[src/rtl/alu_rs_if.sv]
// Dispatch, ROB broadcast and ALU issue signals of the ALU reservation station.
// The master side is dispatch/ROB/ALU; the slave side is the station itself.
interface alu_rs_if #(
  parameter int TAG_W  = 3,
  parameter int DATA_W = 32,
  parameter int OP_W   = 5
);
  logic              flush;

  logic              in_valid;
  logic              in_ready;
  logic [OP_W-1:0]   in_op;
  logic [TAG_W-1:0]  in_dst_tag;
  logic              in_s1_rdy;
  logic [TAG_W-1:0]  in_s1_tag;
  logic [DATA_W-1:0] in_s1_val;
  logic              in_s2_rdy;
  logic [TAG_W-1:0]  in_s2_tag;
  logic [DATA_W-1:0] in_s2_val;

  logic              bc_valid;
  logic [TAG_W-1:0]  bc_tag;
  logic [DATA_W-1:0] bc_data;

  logic              out_valid;
  logic              out_ready;
  logic [OP_W-1:0]   out_op;
  logic [TAG_W-1:0]  out_dst_tag;
  logic [DATA_W-1:0] out_s1;
  logic [DATA_W-1:0] out_s2;

  modport master (
    output flush,
    output in_valid, in_op, in_dst_tag,
    output in_s1_rdy, in_s1_tag, in_s1_val,
    output in_s2_rdy, in_s2_tag, in_s2_val,
    input  in_ready,
    output bc_valid, bc_tag, bc_data,
    input  out_valid, out_op, out_dst_tag, out_s1, out_s2,
    output out_ready
  );

  modport slave (
    input  flush,
    input  in_valid, in_op, in_dst_tag,
    input  in_s1_rdy, in_s1_tag, in_s1_val,
    input  in_s2_rdy, in_s2_tag, in_s2_val,
    output in_ready,
    input  bc_valid, bc_tag, bc_data,
    output out_valid, out_op, out_dst_tag, out_s1, out_s2,
    input  out_ready
  );
endinterface

[src/rtl/alu_rs.sv]
// ALU reservation station: holds micro-ops until both operands arrive (ROB broadcast snoop), issues oldest-ready first.
// Issue 1 cycle after insert/wakeup edge; in_ready drops while full, out_* held until out_ready (oldest-ready may replace).
module alu_rs #(
  parameter int DEPTH  = 4,
  parameter int TAG_W  = 3,
  parameter int DATA_W = 32,
  parameter int OP_W   = 5
) (
  input logic     clk_i,
  input logic     rst_i,
  alu_rs_if.slave rs
);

  localparam int IDX_W = $clog2(DEPTH);
  localparam int CNT_W = $clog2(DEPTH + 1);

  typedef struct packed {
    logic [OP_W-1:0]   op;
    logic [TAG_W-1:0]  dst_tag;
    logic              s1_rdy;
    logic [TAG_W-1:0]  s1_tag;
    logic [DATA_W-1:0] s1_val;
    logic              s2_rdy;
    logic [TAG_W-1:0]  s2_tag;
    logic [DATA_W-1:0] s2_val;
  } entry_t;

  entry_t           ent_q [DEPTH];
  entry_t           ent_d [DEPTH];
  logic [DEPTH-1:0] busy_q, busy_d;
  // Age rank: number of busy entries older than this one (0 = oldest).
  logic [IDX_W-1:0] age_q [DEPTH];
  logic [IDX_W-1:0] age_d [DEPTH];

  logic [CNT_W-1:0] busy_cnt, cnt_after;
  logic [IDX_W-1:0] free_idx;
  logic             in_rdy;
  logic             sel_vld;
  logic [IDX_W-1:0] sel_idx, sel_age;
  logic             out_vld;
  logic             do_issue, do_insert;
  entry_t           new_ent;

  always_comb begin
    busy_cnt = '0;
    free_idx = '0;
    for (int i = 0; i < DEPTH; i++) begin
      busy_cnt = busy_cnt + CNT_W'(busy_q[i]);
    end
    for (int i = DEPTH - 1; i >= 0; i--) begin
      if (!busy_q[i]) free_idx = IDX_W'(i);
    end
  end

  assign in_rdy      = (busy_cnt < CNT_W'(DEPTH));
  assign rs.in_ready = in_rdy;

  always_comb begin
    sel_vld = 1'b0;
    sel_idx = '0;
    sel_age = '0;
    for (int i = 0; i < DEPTH; i++) begin
      if (busy_q[i] && ent_q[i].s1_rdy && ent_q[i].s2_rdy &&
          (!sel_vld || (age_q[i] < sel_age))) begin
        sel_vld = 1'b1;
        sel_idx = IDX_W'(i);
        sel_age = age_q[i];
      end
    end
  end

  assign out_vld      = sel_vld && !rs.flush;
  assign rs.out_valid = out_vld;

  always_comb begin
    rs.out_op      = '0;
    rs.out_dst_tag = '0;
    rs.out_s1      = '0;
    rs.out_s2      = '0;
    if (out_vld) begin
      rs.out_op      = ent_q[sel_idx].op;
      rs.out_dst_tag = ent_q[sel_idx].dst_tag;
      rs.out_s1      = ent_q[sel_idx].s1_val;
      rs.out_s2      = ent_q[sel_idx].s2_val;
    end
  end

  // Incoming micro-op, with sources satisfied by this cycle's broadcast captured directly.
  always_comb begin
    new_ent.op      = rs.in_op;
    new_ent.dst_tag = rs.in_dst_tag;
    new_ent.s1_rdy  = rs.in_s1_rdy;
    new_ent.s1_tag  = rs.in_s1_tag;
    new_ent.s1_val  = rs.in_s1_val;
    new_ent.s2_rdy  = rs.in_s2_rdy;
    new_ent.s2_tag  = rs.in_s2_tag;
    new_ent.s2_val  = rs.in_s2_val;
    if (rs.bc_valid && !rs.in_s1_rdy && (rs.in_s1_tag == rs.bc_tag)) begin
      new_ent.s1_rdy = 1'b1;
      new_ent.s1_val = rs.bc_data;
    end
    if (rs.bc_valid && !rs.in_s2_rdy && (rs.in_s2_tag == rs.bc_tag)) begin
      new_ent.s2_rdy = 1'b1;
      new_ent.s2_val = rs.bc_data;
    end
  end

  assign do_issue  = out_vld && rs.out_ready;
  assign do_insert = rs.in_valid && in_rdy && !rs.flush;
  assign cnt_after = busy_cnt - CNT_W'(do_issue);

  always_comb begin
    for (int i = 0; i < DEPTH; i++) begin
      busy_d[i] = busy_q[i];
      ent_d[i]  = ent_q[i];
      age_d[i]  = age_q[i];

      if (busy_q[i] && rs.bc_valid) begin
        if (!ent_q[i].s1_rdy && (ent_q[i].s1_tag == rs.bc_tag)) begin
          ent_d[i].s1_rdy = 1'b1;
          ent_d[i].s1_val = rs.bc_data;
        end
        if (!ent_q[i].s2_rdy && (ent_q[i].s2_tag == rs.bc_tag)) begin
          ent_d[i].s2_rdy = 1'b1;
          ent_d[i].s2_val = rs.bc_data;
        end
      end

      if (do_issue && busy_q[i]) begin
        if (IDX_W'(i) == sel_idx) begin
          busy_d[i] = 1'b0;
        end else if (age_q[i] > sel_age) begin
          age_d[i] = age_q[i] - 1'b1;
        end
      end

      // free_idx is never the issuing entry: it is chosen among non-busy slots.
      if (do_insert && (IDX_W'(i) == free_idx)) begin
        busy_d[i] = 1'b1;
        ent_d[i]  = new_ent;
        age_d[i]  = IDX_W'(cnt_after);
      end

      if (rs.flush) begin
        busy_d[i] = 1'b0;
        age_d[i]  = '0;
      end
    end
  end

  always_ff @(posedge clk_i) begin
    if (rst_i) begin
      busy_q <= '0;
      for (int i = 0; i < DEPTH; i++) begin
        age_q[i] <= '0;
      end
    end else begin
      busy_q <= busy_d;
      for (int i = 0; i < DEPTH; i++) begin
        age_q[i] <= age_d[i];
        ent_q[i] <= ent_d[i];
      end
    end
  end

endmodule

[src/flat_wrapper.sv]
// flat-port wrapper written by rule: the top's interface ports become plain ports
module alu_rs_flat 
#(
  parameter int DEPTH  = 4,
  parameter int TAG_W  = 3,
  parameter int DATA_W = 32,
  parameter int OP_W   = 5
)
  (clk_i, rst_i, rs_flush, rs_in_valid, rs_in_op, rs_in_dst_tag, rs_in_s1_rdy, rs_in_s1_tag, rs_in_s1_val, rs_in_s2_rdy, rs_in_s2_tag, rs_in_s2_val, rs_in_ready, rs_bc_valid, rs_bc_tag, rs_bc_data, rs_out_valid, rs_out_op, rs_out_dst_tag, rs_out_s1, rs_out_s2, rs_out_ready);
  alu_rs_if #(.TAG_W(TAG_W), .DATA_W(DATA_W), .OP_W(OP_W)) rs_i ();
  input logic clk_i;
  input logic rst_i;
  input wire logic [$bits(rs_i.flush)-1:0] rs_flush;
  input wire logic [$bits(rs_i.in_valid)-1:0] rs_in_valid;
  input wire logic [$bits(rs_i.in_op)-1:0] rs_in_op;
  input wire logic [$bits(rs_i.in_dst_tag)-1:0] rs_in_dst_tag;
  input wire logic [$bits(rs_i.in_s1_rdy)-1:0] rs_in_s1_rdy;
  input wire logic [$bits(rs_i.in_s1_tag)-1:0] rs_in_s1_tag;
  input wire logic [$bits(rs_i.in_s1_val)-1:0] rs_in_s1_val;
  input wire logic [$bits(rs_i.in_s2_rdy)-1:0] rs_in_s2_rdy;
  input wire logic [$bits(rs_i.in_s2_tag)-1:0] rs_in_s2_tag;
  input wire logic [$bits(rs_i.in_s2_val)-1:0] rs_in_s2_val;
  output wire logic [$bits(rs_i.in_ready)-1:0] rs_in_ready;
  input wire logic [$bits(rs_i.bc_valid)-1:0] rs_bc_valid;
  input wire logic [$bits(rs_i.bc_tag)-1:0] rs_bc_tag;
  input wire logic [$bits(rs_i.bc_data)-1:0] rs_bc_data;
  output wire logic [$bits(rs_i.out_valid)-1:0] rs_out_valid;
  output wire logic [$bits(rs_i.out_op)-1:0] rs_out_op;
  output wire logic [$bits(rs_i.out_dst_tag)-1:0] rs_out_dst_tag;
  output wire logic [$bits(rs_i.out_s1)-1:0] rs_out_s1;
  output wire logic [$bits(rs_i.out_s2)-1:0] rs_out_s2;
  input wire logic [$bits(rs_i.out_ready)-1:0] rs_out_ready;
  assign rs_i.flush = rs_flush;
  assign rs_i.in_valid = rs_in_valid;
  assign rs_i.in_op = rs_in_op;
  assign rs_i.in_dst_tag = rs_in_dst_tag;
  assign rs_i.in_s1_rdy = rs_in_s1_rdy;
  assign rs_i.in_s1_tag = rs_in_s1_tag;
  assign rs_i.in_s1_val = rs_in_s1_val;
  assign rs_i.in_s2_rdy = rs_in_s2_rdy;
  assign rs_i.in_s2_tag = rs_in_s2_tag;
  assign rs_i.in_s2_val = rs_in_s2_val;
  assign rs_in_ready = rs_i.in_ready;
  assign rs_i.bc_valid = rs_bc_valid;
  assign rs_i.bc_tag = rs_bc_tag;
  assign rs_i.bc_data = rs_bc_data;
  assign rs_out_valid = rs_i.out_valid;
  assign rs_out_op = rs_i.out_op;
  assign rs_out_dst_tag = rs_i.out_dst_tag;
  assign rs_out_s1 = rs_i.out_s1;
  assign rs_out_s2 = rs_i.out_s2;
  assign rs_i.out_ready = rs_out_ready;
  alu_rs #(.DEPTH(DEPTH), .TAG_W(TAG_W), .DATA_W(DATA_W), .OP_W(OP_W)) u_core (.clk_i(clk_i), .rst_i(rst_i), .rs(rs_i));
endmodule
[config.mk]
export PLATFORM = sky130hd
export DESIGN_NAME = alu_rs_flat
export DESIGN_NICKNAME = d
export VERILOG_FILES = /design/src/rtl/alu_rs_if.sv /design/src/rtl/alu_rs.sv /design/src/flat_wrapper.sv
export SDC_FILE = /design/constraint.sdc
export NUM_CORES = 1
export LEC_CHECK = 0
export CAP_MARGIN = 15
export CORE_ASPECT_RATIO = 0.7
export CORE_UTILIZATION = 35
export CTS_CLUSTER_DIAMETER = 60
export CTS_CLUSTER_SIZE = 25
export DETAILED_ROUTE_END_ITERATION = 16
export GPL_TIMING_DRIVEN = 0
export MAX_ROUTING_LAYER = met4
export PLACE_DENSITY = 0.61
export SETUP_SLACK_MARGIN = 0.3
export SKIP_LAST_GASP = 1
export SLEW_MARGIN = 20
export SYNTH_ARGS = -nofsm -noshare
export SYNTH_HDL_FRONTEND = slang
export SYNTH_SLANG_ARGS = --single-unit
[constraint.sdc]
create_clock -name clk_i -period 7.3 [get_ports clk_i]
set_input_delay 1.46 -clock clk_i [delete_from_list [all_inputs] [get_ports clk_i]]
set_output_delay 1.46 -clock clk_i [all_outputs]
set_load 0.01 [all_outputs]
# Word level (Yosys, flattened, before mapping)
# Memory sizes are Yosys's and may differ from the RTL's.
# Index checks and enable logic that the tools add are counted.
# classes
n_addsub,8
order_cmp,8
n_eq_ne,16
mux,94
bitwise,4
n_reduce_logical,71
# ops
cell,n
$mux W32,16
$mux W80,4
$mux W33,4
$mux W2,34
$logic_and A1 B1 Y1,39
$mux W1,34
$eq A3 B3 Y1,10
$reduce_bool A2 Y1,8
$logic_not A1 Y1,14
$eq A2 B2 Y1 const A,4
$gt A2 B2 Y1,4
$reduce_and A2 Y1,4
$sub A2 B1 Y2 const B,4
$add A3 B1 Y3,2
$lt A2 B2 Y1,3
$mux W5,1
$eq A1 B2 Y1 const A,2
$logic_not A2 Y1,2
$or A1 B1 Y1,4
$logic_or A1 B1 Y1,3
$lt A3 B3 Y1 const B,1
$mux W3,1
$add A1 B1 Y2,1
$reduce_or A2 Y1,1
$sub A2 B1 Y2,1
# word_totals
reg_bits,4
mem_bits_rw,328
inputBits,121
output_inout_bits,74
n_memories,2
# mem_list
memory,words,width,read_ports,rd_ports_with_merged_regs,wr,line,source
u_core.ent_q,4,80,5,0,4,alu_rs.sv:28,entry_t ent_q [DEPTH];
u_core.age_q,4,2,4,0,4,alu_rs.sv:32,logic [IDX_W-1:0] age_q [DEPTH];

# Depth between registers and ports, before layout
# Gate-level depths: netlist of the first run.
# An unclocked memory read counts as a cell.
# depth
depth_word,23
mapped_depth,30
depth_no_buf,27

# Worst setup path after synthesis of the first run
# No wires, ideal clock.
# synth_path
path_kind,reg2out
startpoint,reg u_core.busy_q[0]
endpoint,out rs_out_s1[10]
arrival_ns,4.288
required_time_ns,5.840
slack_ns,1.552
path_stages_with_launch,22
n_path_buf,3
cell_sequence,dfxtp_1 -> and3_4 -> nand2_1 -> ha_1 -> a21oi_1 -> o21ai_1 -> nor2_1 -> a31oi_1 -> ha_1 -> nor2_1 -> o21ai_2 -> o41a_2 -> buf_2 -> buf_2 -> o21ai_0 -> ha_1 -> o31ai_1 -> o21a_1 -> nor3_4 -> buf_8 -> a22oi_2 -> a21oi_1
# synth_via
elab_chain_cells,17
# synth_rtl
item,line,source
start: declaration,alu_rs.sv:30,"logic [DEPTH-1:0] busy_q, busy_d;"
start signal: assignment,alu_rs.sv:158,busy_q <= busy_d;
$logic_and A1 B1 Y1 (*) (2 in a row),alu_rs.sv:63,if (busy_q[i] && ent_q[i].s1_rdy && ent_q[i].s2_rdy &&
$mux W2 or $mux W1 (tied branches),alu_rs.sv:63,
$lt A2 B2 Y1 or $logic_not A1 Y1 (tied branches),alu_rs.sv:64,(!sel_vld || (age_q[i] < sel_age))) begin
$logic_or A1 B1 Y1,alu_rs.sv:64,
$logic_and A1 B1 Y1,alu_rs.sv:63,
$mux W2 or $mux W1 (tied branches),alu_rs.sv:63,
$lt A2 B2 Y1 or $logic_not A1 Y1 (tied branches),alu_rs.sv:64,
$logic_or A1 B1 Y1,alu_rs.sv:64,
$logic_and A1 B1 Y1,alu_rs.sv:63,
$mux W2 or $mux W1 (tied branches),alu_rs.sv:63,
$lt A2 B2 Y1 or $logic_not A1 Y1 (tied branches),alu_rs.sv:64,
$logic_or A1 B1 Y1,alu_rs.sv:64,
$logic_and A1 B1 Y1,alu_rs.sv:63,
$mux W2 or $mux W1 (tied branches),alu_rs.sv:63,
$mem_v2 Z4 W80 or $logic_and A1 B1 Y1 (tied branches),--,
$mux W32 (*),alu_rs.sv:80,if (out_vld) begin
end: declaration,flat_wrapper.sv:30,output wire logic [$bits(rs_i.out_s1)-1:0] rs_out_s1;
# Mark *: on every way between the ends. The rest lies on a longest branch, timed or not.

# Final worst setup path of the first run
# layout_path
startpoint,reg u_core.busy_q[0]
endpoint,out rs_out_s1[24]
# The elaborated chain is that of the path after synthesis.

==> run metrics, run 1 <==
run status=completed; vias per cell=5.33; routed wirelength normalized by instance count=23.3 um; simple-gate portion of the synthesized area=9.38%; Die Footprint=51200 sq um; largest buffer count on any clock path=3; vias in the first global route=12083; share of synthesized area spent on multiplexers=16.4%; number of maximum-capacitance violations=0; core footprint=49400 sq um; maximum fanout count along the critical path=10; detailed router's first-iteration violation count=968; minimum setup slack in the final design=0.452 ns; RePlAce Congestion=0.872; Die Height=190 um; hold bufs inserted after CTS=0; flop and latch count out of synthesis=332; wire length of the first global-routing pass=78400 um; main combinational cell family by area after synthesis=multiplexers; Nets=1739; biggest area consumer among synthesized cells=edfxtp_1; synthesized-area fraction occupied by ao, oa, aoi and oai cells=11.6%; clock-pin slew of the registers on the worst-case setup and hold paths=0.09 ns; total setup violations reported at the end of the flow=0; number of standard cells after synthesis=1347; warnings from Yosys=0; minimum clock period=6.85 ns; category of the worst setup path capture point=output pin; initial antenna violation count=2; maximum vdd ir drop=160 uV; number of distinct library cells after synthesis=58; share of the cycle needed by the critical path after routing=93.8%; layout overhead on the synthesized area=24.9%; Setup Crit Path Kind=reg2out; utilization after layout=44.4%; Post-Synthesis Cell Area=17600 sq um; top-level port count=195; H-tree Lvls=1; number of enable-type register cells in the synthesized netlist=320; CTS Buf Count=26; leakage power total=7.57 nW; Power Density=182 nW/um^2; Synth top area share=54.6%; Fmax=0.146 GHz; I/O Buffers=191; Slew @ Worst Pin=0.913 ns; portion of the post-synthesis area used by sequential elements=56.0%; via count=12189; setup repair after global routing missed its margin=yes; max_slew headroom=39.1%; antenna-violating nets left=0; number of standard-cell rows in the floorplan=68; total grt overflow=0; dominant cell by count in the synthesized netlist=edfxtp_1; number of max-slew violations in the final report=0; TritonCTS clock tree=built; Sink Count=332; maximum clock skew at final layout=0.0239 ns; Total Wirelength=53300 um; Avg Cell Area, Syn=13.1 sq um; Final Hold Fails=0; largest net degree at the start of global routing=26; worst slack after detailed placement=-0.553 ns; Post-synth top flop=edfxtp_1; number of search-and-repair iterations in the first detailed-routing pass=5; worst min path class=reg2reg; Initial Util=35.6%; later-pin clock latency in the skew report=0.58 ns; Async S/R FF share, synth=0%; HPWL after detailed placement=37700 um; CTS Root Buffer Type=clkbuf_16; total global routing track utilization=21.0%; leading post-synthesis cells by cell area=edfxtp_1 55%, mux2_2 16%, nand2_1 5.1%; arrival time of the worst setup path=5.39 ns; required arrival time at the worst endpoint=5.84 ns; final-layout fill cell count=4486; area share of xor/xnor cells in the synthesized design=1.74%; width of the chip=270 um; number of nets produced by synthesis=1483; number of design rule violations left after detail routing=0; startpoint types=register; share of final-layout standard cells stronger than drive strength 1=33.3%; Post-Synth Adder-Cell Area=1.11%; most instantiated cells after synthesis=320 x edfxtp_1, 248 x mux2_2, 240 x nand2_1, 80 x nand3_1, 70 x a22oi_2
## layout by cell type, fill, tap and decap left out, types with 5 or more instances in the layout
cell type | netlist | final
buf_8 | 1 | 14
nand2_1 | 240 | 240
a22oi_2 | 70 | 70
buf_2 | 13 | 11
inv_1 | 15 | 15
nor2_1 | 22 | 18
buf_4 | 1 | 14
o21ai_0 | 17 | 16
clkbuf_1 | 16 | 17
clkdlybuf4s50_1 | 0 | 166
edfxtp_1 | 320 | 320
dlymetal6s2s_1 | 0 | 13
dlygate4sd2_1 | 0 | 12
buf_1 | 31 | 31
mux2_2 | 248 | 248
ha_1 | 14 | 13
a31oi_1 | 12 | 11
a21oi_2 | 60 | 63
dfxtp_1 | 12 | 11
nand4b_1 | 8 | 8
xnor2_1 | 30 | 30
buf_6 | 10 | 21
xor2_1 | 5 | 5
clkbuf_16 | 0 | 27
mux2_1 | 8 | 8
nand3_1 | 80 | 80
a21oi_1 | 32 | 28
clkbuf_8 | 16 | 14
a211oi_4 | 0 | 6
inv_12 | 0 | 6
## where the power goes
part | internal, W | total (W) | switching, W
clock network | 0.000753 | 0.00160 | 0.000851
logic | 0.000150 | 0.000284 | 0.000134
registers | 0.00210 | 0.00210 | 0.00000385
## worst max-delay path, cell delays in order, from the launching register on
cell	delay, ns
dfxtp_4	0.41
and3_4	0.24
nand2_1	0.07
ha_1	0.31
a21oi_1	0.08
o21ai_2	0.20
nor2_1	0.08
a31oi_2	0.20
ha_2	0.25
nor2_1	0.06
o21ai_2	0.17
o41a_4	0.22
buf_6	0.17
buf_6	0.19
o21ai_1	0.11
ha_1	0.29
o31ai_1	0.09
o21a_1	0.25
nor3_4	0.19
buf_12	0.19
buf_6	0.20
a22oi_2	0.10
a21oi_2	0.18
clkdlybuf4s50_1	0.57
## state kept, by name, indices dropped and copies added, names as in the netlist
signal	flops
u_core.age_q	8
u_core.busy_q	4
u_core.ent_q	320
## layout make-up
class	instances	area, sq um	share of cell area, %
Clock inverter	20	275	1.25
Buffer	90	652	2.97
Tap cell	665	832	3.79
Timing Repair Buffer	228	2390	10.9
Antenna cell	1	2.50	0.0114
Inverter	15	56.3	0.256
Multi-Input combinational cell	910	7220	32.9
Sequential cell	332	9850	44.9
Clock buffer	28	679	3.09
## routing by layer
layer  share of wire, %  GRT usage, %  wire length (um)
met3                6.6          3.17              3530
met1                 46          29.1             24500
met4                1.8          3.82               979
met2                 46          33.0             24300
met5                  0             -                 0
## cells by family after synthesis
| family | Yosys count |
|---|---|
| adders and majority gates | 15 |
| buffers and inverters | 105 |
| xor gates and xnor gates | 35 |
| AOI/OAI and AO/OA | 226 |
| muxes | 256 |
| and+or+nand+nor | 378 |
| DFF | 332 |
## through the flow
stage / hold WS [ns] / instance area, sq um / power (W) / cells / setup TNS (ns)
2_1_floorplan: 0.492 / 17600 / 0.00228 / 1347 / 0
3_5_place_dp: 0.538 / 20800 / 0.00243 / 2225 / -29.28
3_3_place_gp: 0.538 / 20300 / 0.00241 / 2203 / -396.20
4_1_cts: 0.552 / 21800 / 0.00402 / 2282 / 0
6_report: 0.555 / 22000 / 0.00399 / 2289 / 0
5_1_grt: 0.598 / 22000 / 0.00410 / 2289 / 0
## path summary, 6_finish.rpt
path	slack, ns	to	from	cells after the start
min reg2reg	0.56	u_core.age_q[0][6]$_SDFFE_PP0P_	u_core.age_q[0][6]$_SDFFE_PP0P_	2
min	0.56	u_core.age_q[0][6]$_SDFFE_PP0P_	u_core.age_q[0][6]$_SDFFE_PP0P_	2
max	0.45	rs_out_s1[24]	u_core.busy_q[0]$_SDFFE_PP0P_	23
max reg2reg	1.69	u_core.age_q[0][7]$_SDFFE_PP0P_	u_core.busy_q[0]$_SDFFE_PP0P_	28
## repair_timing
| item | CTS | global route |
|---|---|---|
| buffers inserted | 9 | 6 |
| pin swaps | 7 | 3 |
| resized for setup | 31 | 23 |
| endpoints found under the setup margin | 72 | 72 |
(Power assumes the default switching activity.)
==> run 2: changes to the inputs <==
- SLEW_MARGIN: 20 -> 15
==> run 2 against run 1 <==
Via count up 0.14%; largest cell class unchanged; setup slack worse by 0.019 ns; sequential share of layout area decreased by 0.21 points; fmax is 0.28% lower; die area did not move.
==> run metrics, run 2 (same netlist as run 1, synthesis figures left out) <==
run status=completed; destination of the worst hold path=u_core.age_q[0][6]$_SDFFE_PP0P_; Total Wirelength=53300 um; antenna-violating nets left=0; TritonCTS clock tree=built; detailed router's first-iteration violation count=945; largest net degree at the start of global routing=26; number of standard-cell rows in the floorplan=68; maximum vdd ir drop=158 uV; core footprint=49400 sq um; layout overhead on the synthesized area=25.4%; share of the cycle needed by the critical path after routing=94.1%; Slew @ Worst Pin=0.890 ns; startpoint of the worst-slack reg-to-reg timing path=u_core.busy_q[0]$_SDFFE_PP0P_; largest register by flop count=u_core.ent_q; hold bufs inserted after CTS=0; Die Height=190 um; largest registers in the final layout=u_core.ent_q: 320 flops, u_core.age_q: 8 flops, u_core.busy_q: 4 flops; category of the worst setup path capture point=output pin; Hold Crit Start=u_core.age_q[0][6]$_SDFFE_PP0P_; share of final-layout standard cells stronger than drive strength 1=33.2%; later-pin clock latency in the skew report=0.58 ns; number of maximum-capacitance violations=0; Fmax=0.146 GHz; RePlAce Congestion=0.872; Design Power=0.00410 W; I/O Buffers=191; Reg2Reg Capture Point=u_core.age_q[0][7]$_SDFFE_PP0P_; Setup Crit Path Kind=reg2out; clock-pin slew of the registers on the worst-case setup and hold paths=0.08 ns; max FFs per register=320; number of search-and-repair iterations in the first detailed-routing pass=5; worst min path class=reg2reg; wire length of the first global-routing pass=78500 um; H-tree Lvls=1; maximum fanout count along the critical path=10; most used cell along the critical path=o21ai_2; top-level port count=195; total grt overflow=0; number of max-slew violations in the final report=0; commonest cells after routing, fill and taps aside=320 x edfxtp_1, 248 x mux2_2, 240 x nand2_1, 162 x clkdlybuf4s50_1, 80 x nand3_1; utilization after layout=44.6%; Initial Util=35.6%; initial antenna violation count=5; startpoint types=register; Nets=1738; setup repair after global routing missed its margin=yes; routed wirelength normalized by instance count=23.3 um; total setup violations reported at the end of the flow=0; minimum clock period=6.87 ns; depth of the most critical reg-to-reg path=28; critical-path cell list=and3_4 -> nand2_1 -> ha_1 -> a21oi_1 -> o21ai_2 -> nor2_1 -> a31oi_2 -> ha_2 -> nor2_1 -> o21ai_2 -> o41a_4 -> buf_6 -> buf_8 -> o21ai_1 -> ha_1 -> o31ai_1 -> o21ai_2 -> and2_1 -> buf_6 -> clkbuf_8 -> a22oi_2 -> a21oi_2 -> clkdlybuf4s50_1; leakage power total=7.71 nW; worst slack after detailed placement=-0.535 ns; via count=12206; Power Density=186 nW/um^2; most frequent standard cell in the layout excluding fill and tap cells=edfxtp_1; Die Footprint=51200 sq um; cell depth of the worst min-delay path=2; number of design rule violations left after detail routing=0; CTS Root Buffer Type=clkbuf_16; R2R setup slack=1.68 ns; largest stage delay on the critical path=0.56 ns; Crit-path slowest cell=clkdlybuf4s50_1; setup TNS after final layout=0 ns; vias per cell=5.33; HPWL after detailed placement=37800 um; arrival time of the worst setup path=5.41 ns; Sink Count=332; required arrival time at the worst endpoint=5.84 ns; Final Hold Fails=0; maximum clock skew at final layout=0.0283 ns; CTS Buf Count=27; minimum setup slack in the final design=0.433 ns; width of the chip=270 um; vias in the first global route=12072; largest buffer count on any clock path=3; total global routing track utilization=21.1%; max_slew headroom=40.4%
## run 2: critical path: cells and delay by family (launching register included)
family / cells / cell delay [ns]
adders and majority gates: 3 / 0.96
AOI/OAI and AO/OA: 10 / 1.43
buffers and inverters: 5 / 1.34
and+or+nand+nor: 5 / 0.65
DFF: 1 / 0.41
## run 2: area by class of cell
| type | instances | area (sq um) |
|---|---|---|
| Clock buffer | 27 | 676 |
| Multi-Input combinational cell | 910 | 7220 |
| Tap cell | 665 | 832 |
| Clock inverter | 22 | 352 |
| Timing Repair Buffer | 226 | 2400 |
| Buffer | 90 | 662 |
| Inverter | 15 | 56.3 |
| Antenna cell | 4 | 10.0 |
| Sequential cell | 332 | 9850 |
| Fill cell | 4525 | 27400 |
## run 2: report_power, final
part	switching (W)	total (W)	internal, W
Clock	0.000836	0.00171	0.000877
Combinational	0.000134	0.000284	0.000150
Sequential	0.00000392	0.00210	0.00210
## run 2: worst max-delay path by stage
stage	cells past startpoint	start	end	slack [ns]
2_1_floorplan	21	u_core.busy_q[0]$_SDFFE_PP0P_	rs_out_s1[10]	1.55
3_3_place_gp	6	rs_flush	u_core.ent_q[3][23]$_DFFE_PP_	-1.89
3_5_place_dp	22	u_core.busy_q[0]$_SDFFE_PP0P_	rs_out_s2[2]	-0.53
4_1_cts	23	u_core.ent_q[0][35]$_DFFE_PP_	rs_out_s1[1]	0.35
5_1_grt	23	u_core.busy_q[0]$_SDFFE_PP0P_	rs_out_s1[21]	0.21
6_report	23	u_core.busy_q[0]$_SDFFE_PP0P_	rs_out_s1[21]	0.43
## run 2: stage by stage
step | instances | instance area [sq um] | hold slack [ns]
after floorplan | 1347 | 17600 | 0.492
after global placement | 2203 | 20300 | 0.538
after detailed placement | 2224 | 20800 | 0.527
after CTS | 2283 | 21900 | 0.542
after global routing | 2290 | 22100 | 0.566
final | 2291 | 22100 | 0.545
## run 2: what timing repair did
action,CTS,global route
pin swaps,7,4
resized for setup,28,31
hold endpoints to repair,0,0
gates cloned,0,0
setup endpoints to repair,72,69
buffers inserted,10,4
## run 2: per-layer routing
metal / up-vias / part of all wire [%] / global-route usage (%) / wire, um
li1: 5567 / - / - / -
met3: 60 / 6.1 / 3.32 / 3270
met2: 416 / 46 / 33.1 / 24600
met4: 0 / 1.9 / 4.24 / 987
met5: - / 0 / - / 0
met1: 6163 / 46 / 28.9 / 24400
==> run 3: changes to the inputs <==
- HOLD_SLACK_MARGIN: not set -> 0.02
- clock period: 7.3 -> 6.95 ns (I/O delays scaled with it)
==> run 3 against run 2 <==
First-iteration DRC count is 11% higher; largest power group unchanged; power grew 5.0%; final cell count grew 0.52%; critical endpoint is now rs_out_s2[16]; routed wire length up 0.13%; sequential power up 5%; sequential share of layout area is 0.21 points lower; core utilization increased by 0.21 points; critical path type unchanged; sequential cell count unchanged; die area is the same; combinational power rose by 5%.
==> run metrics, run 3 (same netlist as run 1, synthesis figures left out) <==
run status=completed; routed wirelength normalized by instance count=23.2 um; initial antenna violation count=2; Total Wirelength=53300 um; Die Footprint=51200 sq um; number of standard-cell rows in the floorplan=68; Design Power=0.00430 W; maximum clock skew at final layout=0.0315 ns; area after detailed placement=20800 sq um; total grt overflow=0; total global routing track utilization=21.1%; wire length of the first global-routing pass=78500 um; largest net degree at the start of global routing=26; startpoint types=register; CTS Root Buffer Type=clkbuf_16; category of the worst setup path capture point=output pin; Setup Crit Path Kind=reg2out; Fmax=0.152 GHz; core footprint=49400 sq um; antenna-violating nets left=0; detailed router's first-iteration violation count=1052; Final Hold Fails=0; required arrival time at the worst endpoint=5.56 ns; number of maximum-capacitance violations=0; Nets=1751; Power Density=194 nW/um^2; most frequent standard cell in the layout excluding fill and tap cells=edfxtp_1; maximum vdd ir drop=167 uV; max_slew headroom=40.2%; HPWL after detailed placement=37800 um; arrival time of the worst setup path=5.17 ns; max FFs per register=320; Post-Route Hold Slack=0.544 ns; later-pin clock latency in the skew report=0.59 ns; worst min path class=reg2reg; Initial Util=35.6%; I/O Buffers=191; setup repair after global routing missed its margin=yes; final std cell area, no fill=22200 sq um; number of design rule violations left after detail routing=0; number of search-and-repair iterations in the first detailed-routing pass=5; largest registers in the final layout=u_core.ent_q: 320 flops, u_core.age_q: 8 flops, u_core.busy_q: 4 flops; commonest cells after routing, fill and taps aside=320 x edfxtp_1, 248 x mux2_2, 240 x nand2_1, 120 x clkdlybuf4s50_1, 80 x nand3_1; TritonCTS clock tree=built; H-tree Lvls=1; width of the chip=270 um; vias per cell=5.31; RePlAce Congestion=0.872; via count=12220; top-level port count=195; layout overhead on the synthesized area=26.0%; share of the cycle needed by the critical path after routing=94.4%; Die Height=190 um; maximum fanout count along the critical path=10; Final Instance Count excl. Fillers=2303; CTS Buf Count=27; number of max-slew violations in the final report=0; total setup violations reported at the end of the flow=0; vias in the first global route=12056; clock-pin slew of the registers on the worst-case setup and hold paths=0.08 ns; minimum clock period=6.56 ns; Slew @ Worst Pin=0.893 ns; R2R setup slack=1.33 ns; largest buffer count on any clock path=3; share of final-layout standard cells stronger than drive strength 1=34.3%; leakage power total=8.03 nW; largest register by flop count=u_core.ent_q; Sink Count=332; placed instance count=2224
[run 3: changes by cell type in the layout (fill, tap and decap cells not counted), sizes merged]
cell           change
clkbuf             +4
dlymetal6s2s       +4
dlygate4sd2       +28
clkdlybuf4s15      +5
buf               +14
clkdlybuf4s50     -42
diode              -1
[run 3: final timing paths]
check / cells past startpoint / start / to
max: 22 / u_core.busy_q[0]$_SDFFE_PP0P_ / rs_out_s2[16]
max reg2reg: 26 / u_core.busy_q[0]$_SDFFE_PP0P_ / u_core.age_q[0][7]$_SDFFE_PP0P_
min: 2 / u_core.age_q[0][6]$_SDFFE_PP0P_ / u_core.age_q[0][6]$_SDFFE_PP0P_
min reg2reg: 2 / u_core.age_q[0][6]$_SDFFE_PP0P_ / u_core.age_q[0][6]$_SDFFE_PP0P_
[run 3: final cells by class]
cell class	count	area (sq um)
repair buffers	239	2450
clock buffers	27	676
flip-flops and latches	332	9850
well taps	665	832
clock inverters	22	352
plain buffers	90	709
inverters	15	56.3
diodes	3	7.51
fillers	4520	27300
multi-input cells	910	7230
[run 3: per-layer routing]
| layer | routed length, um | up-vias | track usage, % |
|---|---|---|---|
| met5 | 0 | - | - |
| met3 | 3200 | 60 | 3.21 |
| met2 | 24500 | 416 | 33.1 |
| met4 | 1030 | 0 | 4.13 |
| li1 | - | 5596 | - |
| met1 | 24600 | 6148 | 29.0 |
[run 3: power breakdown]
part           internal, W  leakage [nW]  total (W)  switching (W)
registers          0.00220          2.98    0.00221     0.00000397
logic             0.000158          4.55   0.000298       0.000141
clock network     0.000921         0.492    0.00180       0.000875
total              0.00328          8.03    0.00430        0.00102
[run 3: timing repair]
action | CTS | global route
setup endpoints to repair | 80 | 72
gates resized for setup | 81 | 45
hold buffers | 0 | 0
pin swaps | 8 | 7
hold endpoints to repair | 0 | 0
buffers inserted | 15 | 12
[run 3: through the flow]
step / util (%) / setup TNS [ns] / setup slack [ns]
3_5_place_dp: 42.0 / -50.64 / -0.815
2_1_floorplan: - / 0 / 1.27
4_1_cts: 44.5 / 0 / 0.193
5_1_grt: 44.8 / 0 / 0.173
6_report: 44.8 / 0 / 0.392
3_3_place_gp: 41.1 / -488.04 / -2.17
[run 3: critical path, stage by stage, from the launching register on]
cell and delay (ns):
dfxtp_4 0.40, and3_4 0.23, nand2_1 0.07, ha_1 0.31, a21oi_1 0.17, o21ai_2 0.10
nor2_1 0.12, a31oi_2 0.06, ha_2 0.23, o41a_4 0.51, buf_8 0.17, buf_8 0.16
nand2_1 0.07, o21ai_2 0.07, ha_1 0.28, o31ai_1 0.09, o21ai_2 0.25, and2_4 0.20
buf_8 0.16, clkbuf_16 0.17, a22oi_2 0.06, a21oi_2 0.14, clkdlybuf4s50_1 0.54
